===== config.mk =====
export PLATFORM = sky130hd
export DESIGN_NAME = hazard_unit
export DESIGN_NICKNAME = d
export VERILOG_FILES = /design/src/rtl/hazard_pkg.sv /design/src/rtl/hazard_tag_pipe.sv /design/src/rtl/hazard_unit.sv
export SDC_FILE = /design/constraint.sdc
export NUM_CORES = 1
export LEC_CHECK = 0
export ABC_AREA = 1
export CAP_MARGIN = 20
export CORE_AREA = 2 2 68 70
export DETAILED_ROUTE_END_ITERATION = 8
export DIE_AREA = 0 0 70 72
export PLACE_DENSITY = 0.81
export SLEW_MARGIN = 15
export SYNTH_ARGS = -nofsm -noshare
export SYNTH_HDL_FRONTEND = slang
export SYNTH_HIERARCHICAL = 1
export SYNTH_SLANG_ARGS = --single-unit
export TNS_END_PERCENT = 30

===== constraint.sdc =====
create_clock -name clk -period 2.44 [get_ports clk]
set_clock_uncertainty 0.2 [all_clocks]
set_input_delay 0.366 -clock clk [delete_from_list [all_inputs] [get_ports clk]]
set_output_delay 0.366 -clock clk [all_outputs]
set_load 0.1 [all_outputs]

===== src/rtl/hazard_pkg.sv =====
// Shared types for the hazard unit: forward-select codes, FSM states and the
// per-stage control tag carried alongside each instruction.
package hazard_pkg;

    localparam logic [1:0] FWD_RF  = 2'b00;
    localparam logic [1:0] FWD_MEM = 2'b01;
    localparam logic [1:0] FWD_WB  = 2'b10;

    typedef enum logic [1:0] {
        RUN      = 2'b00,
        LU_STALL = 2'b01,
        MEM_WAIT = 2'b10
    } hz_state_t;

    typedef struct packed {
        logic valid;
        logic rw;
        logic m2r;
        logic mw;
    } tag_ctrl_t;

    localparam tag_ctrl_t TAG_NOP = '0;

    // MEM outranks WB because it holds the younger write to the same register.
    function automatic logic [1:0] fwd_select(input logic src_is_x0,
                                              input logic mem_hit,
                                              input logic wb_hit);
        if (src_is_x0)
            return FWD_RF;
        else if (mem_hit)
            return FWD_MEM;
        else if (wb_hit)
            return FWD_WB;
        else
            return FWD_RF;
    endfunction

endpackage


===== src/rtl/hazard_tag_pipe.sv =====
// Shadow copy of the EX/MEM/WB pipeline registers, holding only the register
// tags and control bits the hazard logic needs.
module hazard_tag_pipe
    import hazard_pkg::*;
#(
    parameter int REG_AW = 5
) (
    input  logic              clk,
    input  logic              rst_n,
    input  logic              id_valid_i,
    input  logic [REG_AW-1:0] rs1_id_i,
    input  logic [REG_AW-1:0] rs2_id_i,
    input  logic [REG_AW-1:0] rd_id_i,
    input  logic              regwrite_id_i,
    input  logic              memtoreg_id_i,
    input  logic              memwrite_id_i,
    input  logic              stall_ex_i,
    input  logic              bubble_ex_i,
    input  logic              stall_mem_i,
    input  logic              bubble_wb_i,
    output logic              ex_valid_o,
    output logic              ex_rw_o,
    output logic              ex_m2r_o,
    output logic [REG_AW-1:0] ex_rs1_o,
    output logic [REG_AW-1:0] ex_rs2_o,
    output logic [REG_AW-1:0] ex_rd_o,
    output tag_ctrl_t         mem_ctrl_o,
    output logic [REG_AW-1:0] mem_rd_o,
    output logic              wb_valid_o,
    output logic              wb_rw_o,
    output logic [REG_AW-1:0] wb_rd_o
);

    tag_ctrl_t         ex_ctrl_q;
    logic [REG_AW-1:0] ex_rs1_q, ex_rs2_q, ex_rd_q;
    tag_ctrl_t         mem_ctrl_q;
    logic [REG_AW-1:0] mem_rd_q;
    logic              wb_valid_q, wb_rw_q;
    logic [REG_AW-1:0] wb_rd_q;

    // A bubble clears the register fields too so a dead slot can never match.
    always_ff @(posedge clk or negedge rst_n) begin
        if (!rst_n) begin
            ex_ctrl_q <= TAG_NOP;
            ex_rs1_q  <= '0;
            ex_rs2_q  <= '0;
            ex_rd_q   <= '0;
        end else if (bubble_ex_i) begin
            ex_ctrl_q <= TAG_NOP;
            ex_rs1_q  <= '0;
            ex_rs2_q  <= '0;
            ex_rd_q   <= '0;
        end else if (!stall_ex_i) begin
            ex_ctrl_q <= '{valid: id_valid_i, rw: regwrite_id_i,
                           m2r: memtoreg_id_i, mw: memwrite_id_i};
            ex_rs1_q  <= rs1_id_i;
            ex_rs2_q  <= rs2_id_i;
            ex_rd_q   <= rd_id_i;
        end
    end

    always_ff @(posedge clk or negedge rst_n) begin
        if (!rst_n) begin
            mem_ctrl_q <= TAG_NOP;
            mem_rd_q   <= '0;
        end else if (!stall_mem_i) begin
            mem_ctrl_q <= ex_ctrl_q;
            mem_rd_q   <= ex_rd_q;
        end
    end

    always_ff @(posedge clk or negedge rst_n) begin
        if (!rst_n) begin
            wb_valid_q <= 1'b0;
            wb_rw_q    <= 1'b0;
            wb_rd_q    <= '0;
        end else if (bubble_wb_i) begin
            wb_valid_q <= 1'b0;
            wb_rw_q    <= 1'b0;
            wb_rd_q    <= '0;
        end else begin
            wb_valid_q <= mem_ctrl_q.valid;
            wb_rw_q    <= mem_ctrl_q.rw;
            wb_rd_q    <= mem_rd_q;
        end
    end

    assign ex_valid_o = ex_ctrl_q.valid;
    assign ex_rw_o    = ex_ctrl_q.rw;
    assign ex_m2r_o   = ex_ctrl_q.m2r;
    assign ex_rs1_o   = ex_rs1_q;
    assign ex_rs2_o   = ex_rs2_q;
    assign ex_rd_o    = ex_rd_q;
    assign mem_ctrl_o = mem_ctrl_q;
    assign mem_rd_o   = mem_rd_q;
    assign wb_valid_o = wb_valid_q;
    assign wb_rw_o    = wb_rw_q;
    assign wb_rd_o    = wb_rd_q;

endmodule


===== src/rtl/hazard_unit.sv =====
// Forwarding selects, load-use bubbles and data-memory wait stalls for the
// 5-stage pipeline. Define HAZARD_PERF_EN to add saturating stall counters.
module hazard_unit
    import hazard_pkg::*;
#(
    parameter int REG_AW = 5
) (
    input  logic              clk,
    input  logic              rst_n,
    input  logic              id_valid,
    input  logic [REG_AW-1:0] rs1_id,
    input  logic [REG_AW-1:0] rs2_id,
    input  logic [REG_AW-1:0] rd_id,
    input  logic              regwrite_id,
    input  logic              memtoreg_id,
    input  logic              memwrite_id,
    input  logic              mem_ready,
    output logic [1:0]        fwd_a,
    output logic [1:0]        fwd_b,
    output logic              stall_if,
    output logic              stall_id,
    output logic              stall_ex,
    output logic              stall_mem,
    output logic              bubble_ex,
    output logic              bubble_wb
`ifdef HAZARD_PERF_EN
    ,
    output logic [31:0]       lu_stall_cnt,
    output logic [31:0]       mem_stall_cnt
`endif
);

    logic              ex_valid, ex_rw, ex_m2r;
    logic [REG_AW-1:0] ex_rs1, ex_rs2, ex_rd;
    tag_ctrl_t         mem_ctrl;
    logic [REG_AW-1:0] mem_rd;
    logic              wb_valid, wb_rw;
    logic [REG_AW-1:0] wb_rd;

    hazard_tag_pipe #(.REG_AW(REG_AW)) u_tags (
        .clk           (clk),
        .rst_n         (rst_n),
        .id_valid_i    (id_valid),
        .rs1_id_i      (rs1_id),
        .rs2_id_i      (rs2_id),
        .rd_id_i       (rd_id),
        .regwrite_id_i (regwrite_id),
        .memtoreg_id_i (memtoreg_id),
        .memwrite_id_i (memwrite_id),
        .stall_ex_i    (stall_ex),
        .bubble_ex_i   (bubble_ex),
        .stall_mem_i   (stall_mem),
        .bubble_wb_i   (bubble_wb),
        .ex_valid_o    (ex_valid),
        .ex_rw_o       (ex_rw),
        .ex_m2r_o      (ex_m2r),
        .ex_rs1_o      (ex_rs1),
        .ex_rs2_o      (ex_rs2),
        .ex_rd_o       (ex_rd),
        .mem_ctrl_o    (mem_ctrl),
        .mem_rd_o      (mem_rd),
        .wb_valid_o    (wb_valid),
        .wb_rw_o       (wb_rw),
        .wb_rd_o       (wb_rd)
    );

    logic ex_eff, mem_eff, wb_eff;
    logic load_use_raw, load_use, mem_wait;
    hz_state_t state_q, state_d;

    assign ex_eff  = ex_valid & ex_rw & (ex_rd != '0);
    assign mem_eff = mem_ctrl.valid & mem_ctrl.rw & (mem_rd != '0);
    assign wb_eff  = wb_valid & wb_rw & (wb_rd != '0);

    // A load in MEM has no data yet, so it is never a MEM-stage forward source.
    assign fwd_a = fwd_select(ex_rs1 == '0,
                              mem_eff & ~mem_ctrl.m2r & (mem_rd == ex_rs1),
                              wb_eff & (wb_rd == ex_rs1));
    assign fwd_b = fwd_select(ex_rs2 == '0,
                              mem_eff & ~mem_ctrl.m2r & (mem_rd == ex_rs2),
                              wb_eff & (wb_rd == ex_rs2));

    assign load_use_raw = ex_eff & ex_m2r & id_valid &
                          (((rs1_id != '0) & (rs1_id == ex_rd)) |
                           ((rs2_id != '0) & (rs2_id == ex_rd)));
    // After a load-use bubble the load has moved on, so EX cannot re-trigger.
    assign load_use = load_use_raw & (state_q != LU_STALL);
    assign mem_wait = mem_ctrl.valid & (mem_ctrl.m2r | mem_ctrl.mw) & ~mem_ready;

    always_comb begin
        stall_if  = 1'b0;
        stall_id  = 1'b0;
        stall_ex  = 1'b0;
        stall_mem = 1'b0;
        bubble_ex = 1'b0;
        bubble_wb = 1'b0;
        state_d   = RUN;
        if (mem_wait) begin
            stall_if  = 1'b1;
            stall_id  = 1'b1;
            stall_ex  = 1'b1;
            stall_mem = 1'b1;
            bubble_wb = 1'b1;
            state_d   = MEM_WAIT;
        end else if (load_use) begin
            stall_if  = 1'b1;
            stall_id  = 1'b1;
            bubble_ex = 1'b1;
            state_d   = LU_STALL;
        end
    end

    always_ff @(posedge clk or negedge rst_n) begin
        if (!rst_n)
            state_q <= RUN;
        else
            state_q <= state_d;
    end

`ifdef HAZARD_PERF_EN
    logic [31:0] lu_cnt_q, mem_cnt_q;

    always_ff @(posedge clk or negedge rst_n) begin
        if (!rst_n) begin
            lu_cnt_q  <= '0;
            mem_cnt_q <= '0;
        end else begin
            if (bubble_ex && (lu_cnt_q != 32'hFFFF_FFFF))
                lu_cnt_q <= lu_cnt_q + 32'd1;
            if (mem_wait && (mem_cnt_q != 32'hFFFF_FFFF))
                mem_cnt_q <= mem_cnt_q + 32'd1;
        end
    end

    assign lu_stall_cnt  = lu_cnt_q;
    assign mem_stall_cnt = mem_cnt_q;
`endif

endmodule


==> flow_summary.ini <==
[cells_and_area]
final_cell_mix = 89 x nand2_1, 37 x dfrtp_1, 30 x nor2_1
layout_commonest_cell = nand2_1
nNetsFinal = 323
drive_above_1_share_pct = 13.0
stdcell_count = 352
diodes = 0
fin_area_um2 = 2590
final.fill_count = 369
syn_to_final_growth_pct = 28.3

[clock_tree]
cts_tree = done
clock-root-buffer = clkbuf_8
cts_buffer_depth = 2
cts_buffers = 5
clkTransAtPathRegs_ps = 70
clock_latency_ps = 290
cts_setup_buffers = 0
hold_buffers = 0
numClockSinks = 37
htree_levels = 2

[route]
via_per_inst = 4.98
vias = 1753
wl_per_cell_um = 12.9
drc = 0
first_pass_iters = 4
drt-initial-drc-count = 116
wirelength_mm = 4.53
antenna_left = 0

[global_routing]
grt-ovfl-total = 0
use_met2_pct = 34.7
met1_usage_pct = 24.5
grt_pass1_wl_mm = 8.00
grt_pass1_vias = 1767
grt.busiest_layer = met2
grt_max_degree = 38
use_met3_pct = 4.31
track_usage_pct = 20.2
grt_antenna_before_repair = 0

[pwr]
swShare_pct = 42.9
cellPowerDensity_nw_per_um2 = 981
p_comb_share_pct = 43.0
peakVddDrop_mv = 0.928
internal-power_w = 0.00145
finalPower_w = 0.00254
p_leak_nw = 1.33
p_clk_share_pct = 15.2
switchingPower_w = 0.00109
seq_power_share_pct = 41.7

[synth]
syn_area_um2 = 2020
synthSimpleGateAreaFrac_pct = 31.7
synth_cell_types = 24
synthCells = 265
seq_area_frac_synth_pct = 45.8
synth_compound_area_share_pct = 3.71
synth_top_family_by_area = simple AND/OR/NAND/NOR gates
synth_top_area_share_pct = 45.8
synth_fa_ha_area_share_pct = 0
synth_area_leaders = dfrtp_1 46%, nand2_1 17%, xnor2_1 6.9%, nand3_1 5.9%, nor2_1 5.6%
ys_ff_latch = 37
synth.avg_cell_area_um2 = 7.63
synthXorXnorAreaFrac_pct = 8.66
yosysTopAreaCell = dfrtp_1
yosysWarnings = 6
yosys-mux-area-fraction_pct = 0
syn_nets = 287

[sta]
grt_setup_unrepaired = no
worst_pin_slew_ps = 477
fin_crit_ps = 2360
setup_violations = 0
hold_viol_final = 0
tns_ps = 0
slew_viol_final = 0
worst_slew_margin_rel_pct = 68.1
fin_crit_sh_pct = 96.6
clock.fmax_mhz = 424

[place]
numPlacedInstances = 346
port_buffers = 31
hpwl_mm = 3.31
gp_congestion = 0.830
place_area_um2 = 2500

[die]
io-pin-count = 32
rows = 24
initial_utilization_pct = 47.4
dieHeight_um = 72
die_area_um2 = 5040
die_w_um = 70
core_area_um2 = 4260

[critical_path]
critPathMaxFanout = 4
critPathLaunchType = primary input
critical-path-max-stage-delay_ps = 540
worstSetupPathType = primary input to primary output
path_common_cell = nand2_1
cp-end-kind = primary output
critical_path_buf_inv_count = 4
crit_family = buffers and inverters
worstPathRequired_ps = 1870
cp.arrival_ps = 1790
path_cells = clkdlybuf4s50_1 -> inv_1 -> nand2_1 -> nand2_1 -> nor2_1 -> nand3_1 -> nand2_1 -> nand2_2 -> buf_4 -> nand2_8 -> buf_12
crit_slowest_cell = clkdlybuf4s50_1

[flow_run]
drv_cap = 0

[min_path]
hold_path.class = primary input to register

[run_status]
status = finished clean
[area by class of cell]
class	instances	area (µm²)	area share, %
multi-input combinational	186	932	35.9
timing repair buffer	38	473	18.2
tap	52	65.1	2.51
sequential	37	926	35.7
inverter	33	124	4.78
clock inverter	1	5.00	0.193
clock buffer	5	68.8	2.65
[Yosys cell counts, drive strengths merged]
master	instances
xor2	4
o21ai	11
nand3	24
clkinv	1
nand2	92
nand4	1
inv	32
buf	8
dfrtp	37
xnor2	16
a21oi	1
nor2	32
clkbuf	1
nor3	4
o21bai	1
[sequential cells by signal, summed over array words and instances (netlist names)]
signal and flops:
state_q 2, u_tags/ex_ctrl_q 1, u_tags/ex_m2r_o 1, u_tags/ex_rd_o 5, u_tags/ex_rs1_o 5, u_tags/ex_rs2_o 5, u_tags/ex_rw_o 1, u_tags/ex_valid_o 1
u_tags/mem_ctrl_o 4, u_tags/mem_rd_o 5, u_tags/wb_rd_o 5, u_tags/wb_rw_o 1, u_tags/wb_valid_o 1
[worst reg2reg max path: cells and delay by family, from the launching register on]
kind	cells	cell delay, ps
buffers and inverters	2	270
flip-flops	1	460
AND/OR/NAND/NOR	10	1010
[final timing paths]
check / startpoint / end / slack, ps / cells after the start
worst min-delay path: rs2_id[3] / u_tags/ex_rs2_o[3]$_DFFE_PN0P_ / 200 / 3
max in group asynchronous: rst_n / u_tags/ex_rs2_o[4]$_DFFE_PN0P_ / 1430 / 2
worst max-delay path: rs2_id[1] / stall_id / 80 / 11
worst min register to register: u_tags/mem_ctrl_o[2]$_DFFE_PN0N_ / u_tags/wb_rw_o$_DFF_PN0_ / 320 / 2
worst max register to register: u_tags/ex_rd_o[0]$_DFFE_PN0P_ / u_tags/ex_rs1_o[2]$_DFFE_PN0P_ / 450 / 12
min in group asynchronous: rst_n / u_tags/ex_ctrl_q[0]$_DFFE_PN0P_ / 290 / 2
[metal layers]
metal	vias to the layer above	routed length (µm)	share of wire (%)
met5	-	0	0
met4	0	92	2.0
met3	7	160	3.5
met2	50	2320	51
met1	825	1950	43
li1	871	-	-
[per-stage QoR]
stage / util [%] / hold slack, ps / setup WS [ps]
finish: 60.8 / 199 / 84.2
CTS: 60.5 / 307 / 74.3
detailed placement: 58.7 / 309 / 44.2
global placement: 58.7 / 273 / 92.6
floorplan: - / -130 / -547
global route: 60.8 / 227 / 4.76
[logic make-up (layout without fill, tap and decap cells)]
logic type | after synthesis | in the layout
xor+xnor | 20 | 20
flops | 37 | 37
simple gates | 153 | 153
compound gates | 13 | 13
buf+inv | 42 | 77
[power by group through the flow]
stage                     clock network (W)  logic [W]  registers, W
after CTS                          0.000395    0.00110       0.00106
final                              0.000388    0.00110       0.00106
after detailed placement                  0    0.00109       0.00107
after floorplan                           0   0.000852       0.00100
after global routing               0.000420    0.00122       0.00109
after global placement                    0    0.00106       0.00106
[what timing repair did]
| item | CTS | global route |
|---|---|---|
| resized for setup | 0 | 5 |
| endpoints found under the hold margin | 0 | 0 |
| setup endpoints to repair | 0 | 3 |
Power figures use the tool's default switching activity.
